File: src/rtl/alu_pipe_if.sv
// Operand/result handshake bundle for alu_pipe: source side (op, x, y) and
// consumer side (z plus status flags), each with its own valid/ready pair.
interface alu_pipe_if #(
  parameter int N = 4
);
  logic         in_valid;
  logic         in_ready;
  logic [2:0]   op;
  logic [N-1:0] x;
  logic [N-1:0] y;
  logic         out_valid;
  logic         out_ready;
  logic [N-1:0] z;
  logic         zf;
  logic         nf;
  logic         cf;
  logic         vf;

  modport master (
    output in_valid, op, x, y, out_ready,
    input  in_ready, out_valid, z, zf, nf, cf, vf
  );

  modport slave (
    input  in_valid, op, x, y, out_ready,
    output in_ready, out_valid, z, zf, nf, cf, vf
  );
endinterface

File: src/rtl/alu_pipe.sv
// Two-stage pipelined N-bit ALU with flags and accumulator. S1 holds the
// accepted operation, S2 is the output register; either side may stall.
module alu_pipe #(
  parameter int N  = 4,
  parameter int SW = $clog2(N) + 1
) (
  input logic       clk,
  input logic       rst_n,
  alu_pipe_if.slave bus
);

  typedef enum logic [2:0] {
    OP_NOT = 3'b000,
    OP_AND = 3'b001,
    OP_OR  = 3'b010,
    OP_XOR = 3'b011,
    OP_ADD = 3'b100,
    OP_SUB = 3'b101,
    OP_SHL = 3'b110,
    OP_ACC = 3'b111
  } op_e;

  logic         s1_valid_q, s1_valid_d;
  op_e          op_q, op_d;
  logic [N-1:0] x_q, x_d;
  logic [N-1:0] y_q, y_d;

  logic         out_valid_q, out_valid_d;
  logic [N-1:0] z_q, z_d;
  logic         zf_q, zf_d;
  logic         nf_q, nf_d;
  logic         cf_q, cf_d;
  logic         vf_q, vf_d;
  logic [N-1:0] acc_q, acc_d;

  logic         accept;
  logic         s2_load;
  logic         in_ready;

  logic [N:0]   add_res;
  logic [N:0]   sub_res;
  logic [N:0]   acc_res;
  logic [N:0]   shl_res;
  logic [N-1:0] alu_z;
  logic         alu_cf;
  logic         alu_vf;

  function automatic logic add_ovf(input logic a, input logic b, input logic r);
    return (a == b) && (r != a);
  endfunction

  function automatic logic sub_ovf(input logic a, input logic b, input logic r);
    return (a != b) && (r != a);
  endfunction

  // S1 may refill in the same cycle it drains, so in_ready looks only at
  // downstream state and never at in_valid.
  assign s2_load  = s1_valid_q & (~out_valid_q | bus.out_ready);
  assign in_ready = ~s1_valid_q | ~out_valid_q | bus.out_ready;
  assign accept   = bus.in_valid & in_ready;

  always_comb begin
    s1_valid_d = accept | (s1_valid_q & ~s2_load);
    op_d       = op_q;
    x_d        = x_q;
    y_d        = y_q;
    if (accept) begin
      op_d = op_e'(bus.op);
      x_d  = bus.x;
      y_d  = bus.y;
    end
  end

  // Shifting a zero-extended x leaves the last bit shifted out in bit N;
  // s = 0 and s > N both fall out naturally as cf = 0.
  always_comb begin
    add_res = {1'b0, x_q} + {1'b0, y_q};
    sub_res = {1'b0, x_q} - {1'b0, y_q};
    acc_res = {1'b0, acc_q} + {1'b0, x_q};
    shl_res = {1'b0, x_q} << y_q[SW-1:0];
    alu_z   = '0;
    alu_cf  = 1'b0;
    alu_vf  = 1'b0;
    unique case (op_q)
      OP_NOT: alu_z = ~x_q;
      OP_AND: alu_z = x_q & y_q;
      OP_OR:  alu_z = x_q | y_q;
      OP_XOR: alu_z = x_q ^ y_q;
      OP_ADD: begin
        alu_z  = add_res[N-1:0];
        alu_cf = add_res[N];
        alu_vf = add_ovf(x_q[N-1], y_q[N-1], add_res[N-1]);
      end
      OP_SUB: begin
        alu_z  = sub_res[N-1:0];
        alu_cf = sub_res[N];
        alu_vf = sub_ovf(x_q[N-1], y_q[N-1], sub_res[N-1]);
      end
      OP_SHL: begin
        alu_z  = shl_res[N-1:0];
        alu_cf = shl_res[N];
      end
      OP_ACC: begin
        alu_z  = acc_res[N-1:0];
        alu_cf = acc_res[N];
        alu_vf = add_ovf(acc_q[N-1], x_q[N-1], acc_res[N-1]);
      end
      default: alu_z = '0;
    endcase
  end

  always_comb begin
    out_valid_d = s2_load | (out_valid_q & ~bus.out_ready);
    z_d         = z_q;
    zf_d        = zf_q;
    nf_d        = nf_q;
    cf_d        = cf_q;
    vf_d        = vf_q;
    acc_d       = acc_q;
    if (s2_load) begin
      z_d  = alu_z;
      zf_d = (alu_z == '0);
      nf_d = alu_z[N-1];
      cf_d = alu_cf;
      vf_d = alu_vf;
      if (op_q == OP_ACC) begin
        acc_d = alu_z;
      end
    end
  end

  always_ff @(posedge clk or negedge rst_n) begin
    if (!rst_n) begin
      s1_valid_q  <= 1'b0;
      op_q        <= OP_NOT;
      x_q         <= '0;
      y_q         <= '0;
      out_valid_q <= 1'b0;
      z_q         <= '0;
      zf_q        <= 1'b0;
      nf_q        <= 1'b0;
      cf_q        <= 1'b0;
      vf_q        <= 1'b0;
      acc_q       <= '0;
    end else begin
      s1_valid_q  <= s1_valid_d;
      op_q        <= op_d;
      x_q         <= x_d;
      y_q         <= y_d;
      out_valid_q <= out_valid_d;
      z_q         <= z_d;
      zf_q        <= zf_d;
      nf_q        <= nf_d;
      cf_q        <= cf_d;
      vf_q        <= vf_d;
      acc_q       <= acc_d;
    end
  end

  assign bus.in_ready  = in_ready;
  assign bus.out_valid = out_valid_q;
  assign bus.z         = z_q;
  assign bus.zf        = zf_q;
  assign bus.nf        = nf_q;
  assign bus.cf        = cf_q;
  assign bus.vf        = vf_q;

endmodule

File: src/flat_wrapper.sv
// flat-port wrapper written by rule: the top's interface ports become plain ports
module alu_pipe_flat 
#(
  parameter int N  = 4,
  parameter int SW = $clog2(N) + 1
)
  (clk, rst_n, bus_in_valid, bus_op, bus_x, bus_y, bus_out_ready, bus_in_ready, bus_out_valid, bus_z, bus_zf, bus_nf, bus_cf, bus_vf);
  alu_pipe_if #(.N(N)) bus_i ();
  input logic clk;
  input logic rst_n;
  input wire logic [$bits(bus_i.in_valid)-1:0] bus_in_valid;
  input wire logic [$bits(bus_i.op)-1:0] bus_op;
  input wire logic [$bits(bus_i.x)-1:0] bus_x;
  input wire logic [$bits(bus_i.y)-1:0] bus_y;
  input wire logic [$bits(bus_i.out_ready)-1:0] bus_out_ready;
  output wire logic [$bits(bus_i.in_ready)-1:0] bus_in_ready;
  output wire logic [$bits(bus_i.out_valid)-1:0] bus_out_valid;
  output wire logic [$bits(bus_i.z)-1:0] bus_z;
  output wire logic [$bits(bus_i.zf)-1:0] bus_zf;
  output wire logic [$bits(bus_i.nf)-1:0] bus_nf;
  output wire logic [$bits(bus_i.cf)-1:0] bus_cf;
  output wire logic [$bits(bus_i.vf)-1:0] bus_vf;
  assign bus_i.in_valid = bus_in_valid;
  assign bus_i.op = bus_op;
  assign bus_i.x = bus_x;
  assign bus_i.y = bus_y;
  assign bus_i.out_ready = bus_out_ready;
  assign bus_in_ready = bus_i.in_ready;
  assign bus_out_valid = bus_i.out_valid;
  assign bus_z = bus_i.z;
  assign bus_zf = bus_i.zf;
  assign bus_nf = bus_i.nf;
  assign bus_cf = bus_i.cf;
  assign bus_vf = bus_i.vf;
  alu_pipe #(.N(N), .SW(SW)) u_core (.clk(clk), .rst_n(rst_n), .bus(bus_i));
endmodule
File: config.mk
export PLATFORM = sky130hd
export DESIGN_NAME = alu_pipe_flat
export DESIGN_NICKNAME = d
export VERILOG_FILES = /design/src/rtl/alu_pipe_if.sv /design/src/rtl/alu_pipe.sv /design/src/flat_wrapper.sv
export SDC_FILE = /design/constraint.sdc
export NUM_CORES = 1
export LEC_CHECK = 0
export BUFFER_PORTS_ARGS = -buffer_cell sky130_fd_sc_hd__buf_2
export CORE_MARGIN = 2
export CORE_UTILIZATION = 45
export CTS_BUF_LIST = sky130_fd_sc_hd__clkbuf_4
export CTS_CLUSTER_SIZE = 25
export DETAILED_ROUTE_END_ITERATION = 8
export PLACE_DENSITY = 0.73
export SYNTH_ARGS = -nofsm -noshare
export SYNTH_HDL_FRONTEND = slang
export SYNTH_SLANG_ARGS = --single-unit
File: constraint.sdc
create_clock -name clk -period 2.5 [get_ports clk]
set_clock_uncertainty 0.2 [all_clocks]
set_input_delay 0.5 -clock clk [delete_from_list [all_inputs] [get_ports clk]]
set_output_delay 0.5 -clock clk [all_outputs]
set_load 0.02 [all_outputs]
* After elaboration in Yosys (flattened, before gate mapping)
Index checks and enable logic that the tools add are counted.
** Storage, ports and cells
- Register bits :: 25
- Word-level logic and storage cells :: 54
** Operators by class
- Bitwise logic cells :: 17
- Multiplexer cells :: 3
- Reduce and logical (&&, ||, !) cells :: 6
- Add/subtract/negate cells :: 3
- Equal/unequal tests :: 13
- Shift-type cells :: 1
** Operator list (number)
- 4-bit one-hot mux with 8 select lines :: 1
- 3-bit == test, second input constant :: 4
- 4-bit by 4-bit adder with 5-bit output :: 2
- 3-bit by 2-bit == test with 1-bit output, second input constant :: 2
- 1-bit OR :: 5
- 4-bit by 3-bit << shifter with 5-bit output :: 1
- 4-bit by 4-bit subtractor with 5-bit output :: 1
- 1-bit bitwise AND :: 4
- 4-bit bitwise AND :: 1
- 4-bit logical NOT :: 1
- 1-bit inequality test :: 4
- 1-bit inverter :: 4
- 4-bit inverter :: 1
- 4-bit OR :: 1
- 1-bit one-hot mux with 4 select lines :: 1
- 4-bit bitwise XOR :: 1
- 3-bit by 1-bit == test with 1-bit output, second input constant :: 1
- 1-bit logical AND :: 3
- 3-bit logical NOT :: 1
- 1-bit one-hot mux with 3 select lines :: 1
- 1-bit == test :: 2
- 2-bit AND reduction :: 1

* Logic depth before layout (Yosys ltp)
Gate-level depths: netlist of the first run.
- Depth in word-level cells :: 6
- Mapped depth :: 10
- Depth with buffers taken out :: 10

* Worst setup path before layout of the first run
No wires, ideal clock.
- Kind :: flip-flop to flip-flop
- Start :: register u_core.y_q[1]
- End :: register u_core.zf_q (netlist: u_core.bus.zf)
- Library setup time :: 66 ps
- Required time :: 2234 ps
- Buffers on the path :: 1
- Path slack :: -95 ps
- Clock period less this slack :: 2595 ps
- Cell stages (with the launch flop) :: 10
- Data arrival time :: 2330 ps
- Cells stage by stage :: dfrtp_1 > clkbuf_1 > inv_1 > fa_1 > and2_1 > o21ai_0 > a21oi_1 > o41a_1 > nor4_1 > a22o_1
** Between the ends
- Longest elaborated chain between the ends :: 3
** RTL lines
- start: declaration :: line alu_pipe.sv:26 : logic [N-1:0] y_q, y_d;
- start signal: assignment :: line alu_pipe.sv:149 : y_q <= y_d;
- 4-bit by 4-bit subtractor with 5-bit output (tied with other cells) :: line alu_pipe.sv:78 : sub_res = {1'b0, x_q} - {1'b0, y_q};
- 4-bit one-hot mux with 8 select lines (*) :: line alu_pipe.sv:84 : unique case (op_q)
- 4-bit logical NOT (*) :: line alu_pipe.sv:122 : zf_d = (alu_z == '0);
- end signal: assignment :: line alu_pipe.sv:152 : zf_q <= zf_d;
- end: declaration :: line alu_pipe.sv:30 : logic zf_q, zf_d;
Every way passes the cells marked *; elsewhere a longest branch is shown, timed or not.
A chain may end at the register's enable or synchronous reset.

* Worst setup path after layout of the first run
- Start :: register u_core.x_q[0]
- End :: register u_core.zf_q (netlist: u_core.bus.zf)
** Between the ends
- Longest elaborated chain between the ends :: 3
** RTL lines
- start: declaration :: line alu_pipe.sv:25 : logic [N-1:0] x_q, x_d;
- start signal: assignment :: line alu_pipe.sv:136 : x_q <= '0;
- start signal: assignment :: line alu_pipe.sv:148 : x_q <= x_d;
- 4-bit by 4-bit adder with 5-bit output (tied with other cells) :: line alu_pipe.sv:79 : acc_res = {1'b0, acc_q} + {1'b0, x_q};
- 4-bit one-hot mux with 8 select lines (*) :: line alu_pipe.sv:84
- 4-bit logical NOT (*) :: line alu_pipe.sv:122
Marked as above.

==> parameters.txt, run 1 <==
Parameter                              Value

Synth
  Cell taking the most area after synthesis    sky130_fd_sc_hd__dfrtp_1
  Ranking of synthesized cells by area    sky130_fd_sc_hd__dfrtp_1 (33%), sky130_fd_sc_hd__ha_1 (12%), sky130_fd_sc_hd__mux2_2 (9.2%)
  Number of storage elements in the synthesis netlist    24
  Fraction of synthesis flops using an asynchronous set or reset pin    100%
  Cell count after synthesis    191
  Sequential cell area fraction in the yosys report    32.9%
  Fraction of synthesized cell area taken by the top area cell type    32.9%
  Post-Synthesis Net Count    226
  Number of enable-type register cells in the synthesized netlist    0
  Post-Synthesis Mean Instance Area    9.56 µm²
  Ys Warns    0
  Netlist area before placement    1830 µm²
  Primary FF master, synth    sky130_fd_sc_hd__dfrtp_1
  Number of different library cells in the post-synthesis netlist    43

Hold path
  Worst hold path class    primary input to flop
  Number of instances on the worst hold path    2
  Startpoint of the worst hold path    bus_in_valid

STA
  Portion of the clock cycle consumed by the worst path in the final layout    102%
  Worst slew margin    roughly three fifths
  Worst slack on hold paths    approximately 170 ps
  Final sum of negative setup slack    -42.6 ps
  Count of endpoints failing setup in the final report    1
  Worst Setup Slack, final    -42.6 ps
  Worst-margin pin slew    568 ps
  Final Max Tran Viols    0
  Min Tclk post-route    approximately 2500 ps
  Hold Vio Cnt, Final    0
  Highest attainable clock frequency    393 MHz
  RSZ-0062 raised after global routing    true

Floorplanning
  Core footprint    3940 µm²
  Site row count    23
  Die Area    ~4600 µm²
  Number of top-level design ports    25
  Initial core utilization    46.3%
  Die extent in y    67.7 µm
  Width of the chip    67.7 µm

Pwr
  Comb power frac    between 50% and 60%
  Internal power    1.13 mW
  Part of the power in the clock network    15.1%
  Switching power    0.762 mW
  Portion of total power attributed to sequential cells    30.6%
  Switching part of the total power    ~40%
  Max IR drop VDD    approximately 0.00058 V
  PD cells    between 800 and 900 nW/µm²
  Power, Total    1.90 mW
  Lkg Pwr    between 1 and 1.5 nW

Worst setup path
  Critical path start-end classification    flop to flop
  Register-to-Register Path Depth    11
  Critical R2R Launch    u_core.x_q[0]$_DFFE_PN0P_
  Worst Setup SP    u_core.x_q[0]$_DFFE_PN0P_
  Capturing instance or port of the critical path    u_core.bus.zf$_DFFE_PN0P_
  Required time worst endpoint    2590 ps
  Capturing element type of the critical path    flop
  Kind of launch point of the worst setup path    flop
  Biggest fanout along the worst timing path    3
  Worst path arrival time    2630 ps
  Register-to-register setup slack    -40 ps
  Reg2Reg Capture Point    u_core.bus.zf$_DFFE_PN0P_

Placement
  Count of input and output buffers    24
  Placed Cells    275
  Post-detail-place hpwl    3320 µm
  Routability congestion estimate    0.890

Final layout
  Most common cell after layout, fill and taps aside    sky130_fd_sc_hd__buf_2
  Layout fillers    308
  Nets@finish    270
  Leading cell types in the layout, fill and taps excluded    sky130_fd_sc_hd__buf_2 (24), sky130_fd_sc_hd__dfrtp_1 (23), sky130_fd_sc_hd__buf_4 (22)
  Utilization after layout    58.3%
  Layout Cells excl Fill    roughly 280
  Share of layout cells above drive strength 1    between 30% and 40%
  P&R area growth vs syn    25.8%
  Number of diodes added for antenna fixing    0

Global route
  Number of antenna violations at the first check in global routing    0
  Pin count of the biggest net entering global routing    25
  Vias in the first global route    1508
  Total global routing track utilization    about 22%
  Global route total overflow    0
  First-pass GRT wire length    7260 µm

Clocking
  Number of buffers on the longest clock path    2
  Clock-pin slew on the worst setup and hold paths    roughly 140 ps
  Number of H-tree branching levels    1
  Root buffer cell    sky130_fd_sc_hd__clkbuf_4
  Cts bufs inserted    3
  Insertion delay of the later-clocked pin in the worst-skew pair    roughly 330 ps
  Clock tree from TritonCTS    yes
  Clk sinks    24

Routing
  Wirelength per Cell    16.2 µm
  Routed Antenna Nets    0
  DRC violation total after the first TritonRoute iteration    47
  First-pass iteration count of the detailed router    4
  Avg Vias per Cell    5.57
  Routed WL    4600 µm
  DR DRC count    0
  Via count of the routed design    1582

Run status
  Violations in the final reports    negative setup slack
  Outcome    complete, but fails checks

Run
  Max-capacitance violation count    0
==> logic make-up after synthesis <==
group,after synthesis,synth area share [%]
xor gates and xnor gates,7,3.36
DFF,24,32.9
AOI/OAI and AO/OA,46,17.0
and+or+nand+nor,48,13.4
adders and majority gates,20,14.9
buffers and inverters,26,6.37
muxes,20,12.1
==> state kept, by name, indices dropped and copies added, names as in the netlist <==
register,count
u_core.y_q,4
u_core.bus.zf,1
u_core.bus.nf,1
u_core.bus.out_valid,1
u_core.x_q,4
u_core.bus.vf,1
u_core.s1_valid_q,1
u_core.op_q,3
u_core.bus.cf,1
u_core.bus.z,3
u_core.acc_q,4
==> how the worst min path moves through the flow <==
| stage | slack (ps) | endpoint |
|---|---|---|
| after global routing | 180 | u_core.s1_valid_q$_DFF_PN0_ |
| final | 170 | u_core.s1_valid_q$_DFF_PN0_ |
| after floorplan | 4 | u_core.acc_q[0]$_DFFE_PN0P_ |
| after detailed placement | 280 | u_core.bus.cf$_DFFE_PN0P_ |
| after global placement | 260 | u_core.bus.z[1]$_DFFE_PN0P_ |
| after CTS | 170 | u_core.s1_valid_q$_DFF_PN0_ |
==> repair_timing <==
action | in CTS | in global routing
setup endpoints to repair | 3 | 4
setup buffers | 2 | 2
hold buffers | 1 | 0
gates resized for setup | 12 | 8
endpoints found under the hold margin | 24 | 0
pin swaps | 9 | 8
==> power groups by stage <==
stage / combinational, mW / clock, mW / sequential [mW]
5_1_grt: 1.13 / 0.305 / 0.593
3_5_place_dp: 0.911 / 0 / 0.579
4_1_cts: 0.947 / 0.292 / 0.577
2_1_floorplan: 0.598 / 0 / 0.619
6_report: 1.03 / 0.287 / 0.579
3_3_place_gp: 0.891 / 0 / 0.575
==> metrics by stage <==
| step | setup WS (ps) | instance area, µm² |
|---|---|---|
| floorplan | 24.4 | 1830 |
| global placement | -7.59 | 2120 |
| detailed placement | -94.7 | 2120 |
| CTS | -9.53 | 2240 |
| global route | -158 | 2300 |
| finish | -42.6 | 2300 |
==> final cells by class <==
class                      instances  area, µm²  share of cell area, %
timing repair buffer              50        338                   14.7
sequential                        24        602                   26.2
clock buffer                       3       22.5                  0.980
clock inverter                     1       30.0                   1.31
tap                               50       62.6                   2.72
multi-input combinational        141       1190                   51.7
inverter                          15       56.3                   2.45
==> Yosys cell counts, types with 2 or more instances <==
cell type,number
sky130_fd_sc_hd__nand2_1,18
sky130_fd_sc_hd__o21ai_0,8
sky130_fd_sc_hd__ha_1,17
sky130_fd_sc_hd__fa_1,3
sky130_fd_sc_hd__mux2_2,15
sky130_fd_sc_hd__inv_1,15
sky130_fd_sc_hd__nand3b_1,3
sky130_fd_sc_hd__nor2b_1,5
sky130_fd_sc_hd__a21o_1,3
sky130_fd_sc_hd__and2_1,2
sky130_fd_sc_hd__xnor2_1,3
sky130_fd_sc_hd__buf_2,3
sky130_fd_sc_hd__nor3_1,6
sky130_fd_sc_hd__o21ai_1,2
sky130_fd_sc_hd__buf_4,4
sky130_fd_sc_hd__mux2i_1,4
sky130_fd_sc_hd__a21oi_1,11
sky130_fd_sc_hd__clkbuf_1,4
sky130_fd_sc_hd__a221oi_1,3
sky130_fd_sc_hd__a211oi_1,4
sky130_fd_sc_hd__dfrtp_1,24
sky130_fd_sc_hd__a31oi_1,2
sky130_fd_sc_hd__nor2_1,5
sky130_fd_sc_hd__nand2b_1,5
sky130_fd_sc_hd__xor2_1,4
==> worst max-delay path, cell delays in order (launching register included) <==
cell and delay [ps]:
sky130_fd_sc_hd__dfrtp_1 390, sky130_fd_sc_hd__buf_6 110, sky130_fd_sc_hd__buf_6 100, sky130_fd_sc_hd__ha_4 120
sky130_fd_sc_hd__inv_2 30, sky130_fd_sc_hd__fa_2 370, sky130_fd_sc_hd__xor2_2 190, sky130_fd_sc_hd__o32ai_2 120
sky130_fd_sc_hd__a311oi_2 270, sky130_fd_sc_hd__a22oi_2 150, sky130_fd_sc_hd__nor4_2 300, sky130_fd_sc_hd__a22o_1 150
==> metal layers <==
metal,global-route usage [%],routed length (µm)
met1,28.6,1970
met2,35.7,2300
met3,3.67,206
met4,6.63,119
met5,0,0
Power figures use the tool's default switching activity.
==> run 2, diff against run 1 <==
--- a/config.mk
+++ b/config.mk
@@ -11,6 +11,8 @@
 export CTS_BUF_LIST = sky130_fd_sc_hd__clkbuf_4
 export CTS_CLUSTER_SIZE = 25
 export DETAILED_ROUTE_END_ITERATION = 8
+export GPL_ROUTABILITY_DRIVEN = 0
+export GPL_TIMING_DRIVEN = 0
 export PLACE_DENSITY = 0.73
 export SYNTH_ARGS = -nofsm -noshare
 export SYNTH_HDL_FRONTEND = slang
==> run 2 against run 1 <==
Effect of this change:
- the run still ends with negative setup slack left
- total power fell by 3.8%
- flip-flop and latch count did not move
- worst setup slack got worse by 35 ps
- via count fell by 3.9%
- global-route usage fell by 2.1 points
- non-clock buffer count fell by 8
- clock power fell by 2%
- cell count fell by 2.8%
- core utilization fell by 2.7 points
- critical path depth fell by 1
- combinational power fell by 7%
- critical endpoint unchanged
==> parameters.txt, run 2 (synthesis gave the netlist of run 1 again) <==
Parameter                              Value

Run status
  Outcome    complete, but fails checks
  Violations in the final reports    negative setup slack

Final layout
  Number of diodes added for antenna fixing    0 (unchanged)
  Layout fillers    340 (+10%)
  Share of layout cells above drive strength 1    32.3% (-3.2 points)
  Layout Cells excl Fill    276 (-2.8%)
  Nets@finish    262 (-3.0%)
  Leading cell types in the layout, fill and taps excluded    sky130_fd_sc_hd__buf_2 (28), sky130_fd_sc_hd__dfrtp_1 (21), sky130_fd_sc_hd__nand2_1 (18)
  Top Registers    u_core.acc_q: 4 flops, u_core.x_q: 4 flops, u_core.y_q: 4 flops
  Most common cell after layout, fill and taps aside    sky130_fd_sc_hd__buf_2
  Finished layout cell area    2190 µm² (-4.6%)
  P&R area growth vs syn    20.0%
  Utilization after layout    55.6% (-2.7 points)

Clocking
  Cts bufs inserted    3 (unchanged)
  Clock-pin slew on the worst setup and hold paths    150 ps (about the same)
  Clock tree from TritonCTS    yes
  Insertion delay of the later-clocked pin in the worst-skew pair    320 ps (about the same)
  Clk sinks    24 (unchanged)
  Number of H-tree branching levels    1 (unchanged)
  Root buffer cell    sky130_fd_sc_hd__clkbuf_4
  Number of buffers on the longest clock path    2 (unchanged)

STA
  Worst slack on hold paths    193 ps (+22.2 ps)
  Final Max Tran Viols    0 (unchanged)
  Portion of the clock cycle consumed by the worst path in the final layout    103% (+1.4 points)
  RSZ-0062 raised after global routing    true
  Hold Vio Cnt, Final    0 (unchanged)
  Worst-margin pin slew    522 ps (-45.7 ps)
  Min Tclk post-route    2580 ps (+35.2 ps)
  Final sum of negative setup slack    -77.7 ps (-35.2 ps)
  Worst Setup Slack, final    -77.7 ps (-35.2 ps)
  Count of endpoints failing setup in the final report    1 (unchanged)
  Worst slew margin    65.2% (+3.3 points)
  Highest attainable clock frequency    388 MHz (-1.4%)

Pwr
  PD cells    832 nW/µm² (+0.87%)
  Portion of total power attributed to sequential cells    32.2% (+1.6 points)
  Internal power    1.09 mW (-3.4%)
  Lkg Pwr    1.00 nW (-5.6%)
  Max IR drop VDD    0.000526 V (-9.5%)
  Switching power    0.729 mW (-4.4%)
  Power, Total    1.82 mW (-3.8%)
  Part of the power in the clock network    15.4% (+0.3 points)
  Switching part of the total power    40.0% (-0.27 points)
  Comb power frac    52.4% (-1.9 points)

Global route
  Global route total overflow    0 (unchanged)
  Vias in the first global route    1471 (-2.5%)
  Total global routing track utilization    19.4% (-2.1 points)
  Pin count of the biggest net entering global routing    25 (unchanged)
  Number of antenna violations at the first check in global routing    0 (unchanged)
  First-pass GRT wire length    6710 µm (-7.5%)

Worst setup path
  CP delay by family, top    compound AO/OA/AOI/OAI gates
  Critical path's slowest cell    sky130_fd_sc_hd__dfrtp_2
  Biggest fanout along the worst timing path    4 (+1)
  Bufs and invs on worst path    2 (-1)
  Critical-path cell list    inv_2 > ha_4 > inv_2 > fa_1 > and2_1 > o21ai_1 > a21oi_1 > o41a_1 > nor4_2 > a22o_1
  Worst path arrival time    2660 ps (+30 ps)
  Critical path start-end classification    flop to flop
  Required time worst endpoint    2580 ps (about the same)
  Maximum cell stage delay along the critical path    480 ps (+90 ps)
  Most prevalent standard cell on the critical path    sky130_fd_sc_hd__inv_2
  Capturing element type of the critical path    flop
  Kind of launch point of the worst setup path    flop

Floorplanning
  Die Area    4590 µm² (unchanged)
  Die extent in y    67.7 µm (unchanged)
  Number of top-level design ports    25 (unchanged)
  Initial core utilization    46.3% (unchanged)
  Core footprint    3940 µm² (unchanged)
  Width of the chip    67.7 µm (unchanged)
  Site row count    23 (unchanged)

Placement
  Post-detailed-placement cell area    2010 µm² (-5.1%)
  Worst slack at placement    -279 ps (-184 ps)
  Count of input and output buffers    24 (unchanged)
  Post-detail-place hpwl    3120 µm (-6.1%)
  Placed Cells    265 (-3.6%)

Routing
  Avg Vias per Cell    5.51 (-1.1%)
  Routed Antenna Nets    0 (unchanged)
  Via count of the routed design    1521 (-3.9%)
  Wirelength per Cell    15.4 µm (-4.8%)
  DRC violation total after the first TritonRoute iteration    67 (+43%)
  DR DRC count    0 (unchanged)
  Routed WL    4250 µm (-7.5%)
  First-pass iteration count of the detailed router    4 (unchanged)

Hold path
  Worst hold path class    primary input to flop

Run
  Max-capacitance violation count    0 (unchanged)
## run 2: worst paths after layout
path,startpoint,endpoint,slack (ps),cells past startpoint
min in group asynchronous,rst_n,u_core.bus.nf$_DFFE_PN0P_,470,2
hold / removal,bus_x[0],u_core.x_q[0]$_DFFE_PN0P_,190,2
hold reg to reg,u_core.bus.z[1]$_DFFE_PN0P_,u_core.bus.z[1]$_DFFE_PN0P_,290,2
setup reg to reg,u_core.x_q[0]$_DFFE_PN0P_,u_core.bus.zf$_DFFE_PN0P_,-80,10
setup / recovery,u_core.x_q[0]$_DFFE_PN0P_,u_core.bus.zf$_DFFE_PN0P_,-80,10
max in group asynchronous,rst_n,u_core.x_q[2]$_DFFE_PN0P_,1230,2
## run 2: layer usage
metal	share of wire [%]	GRT usage, %	vias to the layer above
li1	-	-	747
met1	44	27.3	727
met2	51	31.4	41
met3	3.3	2.00	6
met4	1.3	5.87	0
met5	0	0	-
## run 2: area by class of cell
class                   instances  area (µm²)  area share (%)
repair buffers                 31         179            8.16
inverters                      15        56.3            2.57
flip-flops and latches         24         604            27.6
well taps                      50        62.6            2.85
clock buffers                   3        22.5            1.03
clock inverters                 1        30.0            1.37
plain buffers                  11        61.3            2.80
multi-input cells             141        1180            53.7
## run 2: worst register-to-register path: stages (launching register included)
cell                      delay [ps]
sky130_fd_sc_hd__dfrtp_2         480
sky130_fd_sc_hd__inv_2           100
sky130_fd_sc_hd__ha_4            140
sky130_fd_sc_hd__inv_2            30
sky130_fd_sc_hd__fa_1            420
sky130_fd_sc_hd__and2_1          140
sky130_fd_sc_hd__o21ai_1         110
sky130_fd_sc_hd__a21oi_1          80
sky130_fd_sc_hd__o41a_1          380
sky130_fd_sc_hd__nor4_2          300
sky130_fd_sc_hd__a22o_1          160
## run 2: power by group through the flow
stage | sequential [mW] | combinational [mW] | clock, mW
after detailed placement | 0.588 | 0.851 | 0
after CTS | 0.585 | 0.904 | 0.285
after floorplan | 0.619 | 0.598 | 0
after global placement | 0.583 | 0.840 | 0
after global routing | 0.602 | 1.05 | 0.300
final | 0.587 | 0.955 | 0.281
## run 2: what timing repair did
item	4_1_cts	5_1_grt
resized for setup	16	6
pin swaps	8	0
setup endpoints to repair	8	9
buffers inserted	4	2
hold buffers	1	0
hold endpoints to repair	24	0
==> run 3, diff against run 2 <==
--- a/config.mk
+++ b/config.mk
@@ -8,7 +8,7 @@
 export BUFFER_PORTS_ARGS = -buffer_cell sky130_fd_sc_hd__buf_2
 export CORE_MARGIN = 2
 export CORE_UTILIZATION = 45
-export CTS_BUF_LIST = sky130_fd_sc_hd__clkbuf_4
+export CTS_BUF_LIST = sky130_fd_sc_hd__clkbuf_4 sky130_fd_sc_hd__clkbuf_8
 export CTS_CLUSTER_SIZE = 25
 export DETAILED_ROUTE_END_ITERATION = 8
 export GPL_ROUTABILITY_DRIVEN = 0
==> run 3 against run 2 <==
Effect of this change:
- the flow finishes with violations (negative hold slack, negative setup slack)
- non-clock buffer count increased by 2
- die area unchanged
- global-route usage is 0.21 points higher
- worst hold slack got worse by 200 ps
- sequential power is essentially flat
- cell area up 3.4%
- cell count increased by 0.72%
- total power grew 5.0%
- fmax about the same
- critical path depth unchanged
- critical path type unchanged
- largest cell class unchanged
==> parameters.txt, run 3 (synthesis gave the netlist of run 1 again) <==
Parameter                              Value

Run status
  Outcome    complete, but fails checks
  Violations in the final reports    negative hold slack, negative setup slack

Global route
  Global route total overflow    0 (unchanged)
  First-pass GRT wire length    6740 µm (+0.42%)
  Pin count of the biggest net entering global routing    25 (unchanged)
  Grt met2 use    31.6% (+0.25 points)
  Global Route met3 Usage    2.50% (+0.50 points)
  Met1 Use GR    27.5% (+0.21 points)
  Busiest grt layer    met2
  Number of antenna violations at the first check in global routing    0 (unchanged)
  Vias in the first global route    1463 (-0.54%)
  Total global routing track utilization    19.6% (+0.21 points)

Worst setup path
  Critical R2R Launch    u_core.x_q[0]$_DFFE_PN0P_
  Register-to-Register Path Depth    10 (unchanged)
  Biggest fanout along the worst timing path    3 (-1)
  Worst path arrival time    2540 ps (-120 ps)
  Critical path start-end classification    flop to flop
  Register-to-register setup slack    -80 ps (about the same)
  Required time worst endpoint    2460 ps (-120 ps)
  Kind of launch point of the worst setup path    flop
  Reg2Reg Capture Point    u_core.acc_q[1]$_DFFE_PN0P_
  Capturing element type of the critical path    flop

Routing
  DRC violation total after the first TritonRoute iteration    82 (+22%)
  Wirelength per Cell    15.7 µm (+1.7%)
  Routed Antenna Nets    0 (unchanged)
  Routed WL    4350 µm (+2.4%)
  First-pass iteration count of the detailed router    4 (unchanged)
  Via count of the routed design    1569 (+3.2%)
  Avg Vias per Cell    5.64 (+2.4%)
  DR DRC count    0 (unchanged)

Pwr
  Internal power    1.17 mW (+6.6%)
  PD cells    845 nW/µm² (+1.6%)
  Part of the power in the clock network    17.6% (+2.2 points)
  Power, Total    1.91 mW (+5.0%)
  Comb power frac    51.7% (-0.7 points)
  Switching part of the total power    39.1% (-0.91 points)
  Lkg Pwr    1.03 nW (+2.9%)
  Max IR drop VDD    0.000555 V (+5.5%)
  Portion of total power attributed to sequential cells    30.7% (-1.5 points)
  Switching power    0.748 mW (+2.6%)

Clocking
  Number of buffers on the longest clock path    2 (unchanged)
  Root buffer cell    sky130_fd_sc_hd__clkbuf_8
  Hold-fix buffer count after cts    0 (-1)
  Clock tree from TritonCTS    yes
  Cts bufs inserted    3 (unchanged)
  Clk sinks    24 (unchanged)
  Clock-pin slew on the worst setup and hold paths    90 ps (-60 ps)
  Number of H-tree branching levels    1 (unchanged)
  Insertion delay of the later-clocked pin in the worst-skew pair    270 ps (-50 ps)

Final layout
  P&R area growth vs syn    24.0%
  Top Registers    u_core.acc_q: 4 flops, u_core.x_q: 4 flops, u_core.y_q: 4 flops
  Number of diodes added for antenna fixing    0 (unchanged)
  Share of layout cells above drive strength 1    34.2% (+1.9 points)
  Layout fillers    321 (-5.6%)
  Most common cell after layout, fill and taps aside    sky130_fd_sc_hd__buf_2
  Nets@finish    264 (+0.76%)
  Leading cell types in the layout, fill and taps excluded    sky130_fd_sc_hd__buf_2 (27), sky130_fd_sc_hd__dfrtp_1 (20), sky130_fd_sc_hd__nand2_1 (18)

Run
  Max-capacitance violation count    0 (unchanged)

STA
  Worst-margin pin slew    531 ps (+9.04 ps)
  Worst Setup Slack, final    -77.1 ps (+0.682 ps)
  Worst slew margin    64.6% (-0.60 points)
  Count of endpoints failing setup in the final report    3 (+2)
  Portion of the clock cycle consumed by the worst path in the final layout    103% (about the same)
  RSZ-0062 raised after global routing    true
  Worst slack on hold paths    -3.31 ps (-197 ps)
  Hold Vio Cnt, Final    9 (+9)
  Min Tclk post-route    2580 ps (-0.682 ps)
  Highest attainable clock frequency    388 MHz (about the same)
  Final Max Tran Viols    0 (unchanged)

Floorplanning
  Width of the chip    67.7 µm (unchanged)
  Die extent in y    67.7 µm (unchanged)
  Initial core utilization    46.3% (unchanged)
  Core footprint    3940 µm² (unchanged)
  Number of top-level design ports    25 (unchanged)
  Die Area    4590 µm² (unchanged)
  Site row count    23 (unchanged)

Placement
  Worst slack at placement    -279 ps (unchanged)
  Post-detail-place hpwl    3120 µm (unchanged)
  Count of input and output buffers    24 (unchanged)

Hold path
  Worst hold path class    primary input to async pin
run 3: layout make-up:
class | count | area, µm² | area share [%]
plain buffers | 11 | 65.1 | 2.87
clock buffers | 3 | 41.3 | 1.82
clock inverters | 1 | 30.0 | 1.33
inverters | 15 | 68.8 | 3.04
multi-input cells | 141 | 1190 | 52.5
flip-flops and latches | 24 | 606 | 26.7
well taps | 50 | 62.6 | 2.76
repair buffers | 33 | 204 | 9.00
run 3: power by group through the flow:
stage / sequential, mW / combinational [mW] / clock (mW)
2_1_floorplan: 0.619 / 0.598 / 0
3_3_place_gp: 0.583 / 0.840 / 0
3_5_place_dp: 0.588 / 0.851 / 0
4_1_cts: 0.585 / 0.897 / 0.343
5_1_grt: 0.602 / 1.09 / 0.357
6_report: 0.587 / 0.990 / 0.338
run 3: routing by layer:
layer	vias up	wire length [µm]
met4	0	46
li1	753	-
met1	756	1920
met3	4	211
met5	-	0
met2	56	2170
run 3: what timing repair did:
action	CTS	global route
gates resized for setup	15	16
pin swaps	8	9
endpoints found under the setup margin	8	9
buffers inserted	4	5
run 3: through the flow:
step | utilization [%] | instances | TNS, ps | cell area (µm²)
2_1_floorplan | - | 191 | 0 | 1830
3_5_place_dp | 51.0 | 265 | -614 | 2010
4_1_cts | 54.8 | 273 | -53.2 | 2160
6_report | 57.5 | 278 | -179 | 2270
3_3_place_gp | 51.0 | 265 | -541 | 2010
5_1_grt | 57.5 | 278 | -507 | 2270
run 3: critical path, cell delays in order, from the launching register on:
cell and delay (ps):
sky130_fd_sc_hd__dfrtp_2 440, sky130_fd_sc_hd__buf_12 140, sky130_fd_sc_hd__clkinv_8 40, sky130_fd_sc_hd__ha_4 130
sky130_fd_sc_hd__inv_2 30, sky130_fd_sc_hd__fa_1 420, sky130_fd_sc_hd__and2_1 150, sky130_fd_sc_hd__o21ai_1 120
sky130_fd_sc_hd__a21oi_1 80, sky130_fd_sc_hd__o41a_1 440, sky130_fd_sc_hd__mux2_4 290
run 3: worst max-delay path by stage:
stage	startpoint	end	slack (ps)	depth (start not counted)
2_1_floorplan	u_core.x_q[0]$_DFFE_PN0P_	u_core.acc_q[1]$_DFFE_PN0P_	20	9
3_3_place_gp	u_core.x_q[0]$_DFFE_PN0P_	u_core.bus.zf$_DFFE_PN0P_	-240	10
3_5_place_dp	u_core.x_q[0]$_DFFE_PN0P_	u_core.bus.zf$_DFFE_PN0P_	-280	10
4_1_cts	u_core.y_q[0]$_DFFE_PN0P_	u_core.bus.zf$_DFFE_PN0P_	-50	9
5_1_grt	u_core.x_q[0]$_DFFE_PN0P_	u_core.acc_q[1]$_DFFE_PN0P_	-150	10
6_report	u_core.x_q[0]$_DFFE_PN0P_	u_core.acc_q[1]$_DFFE_PN0P_	-80	10
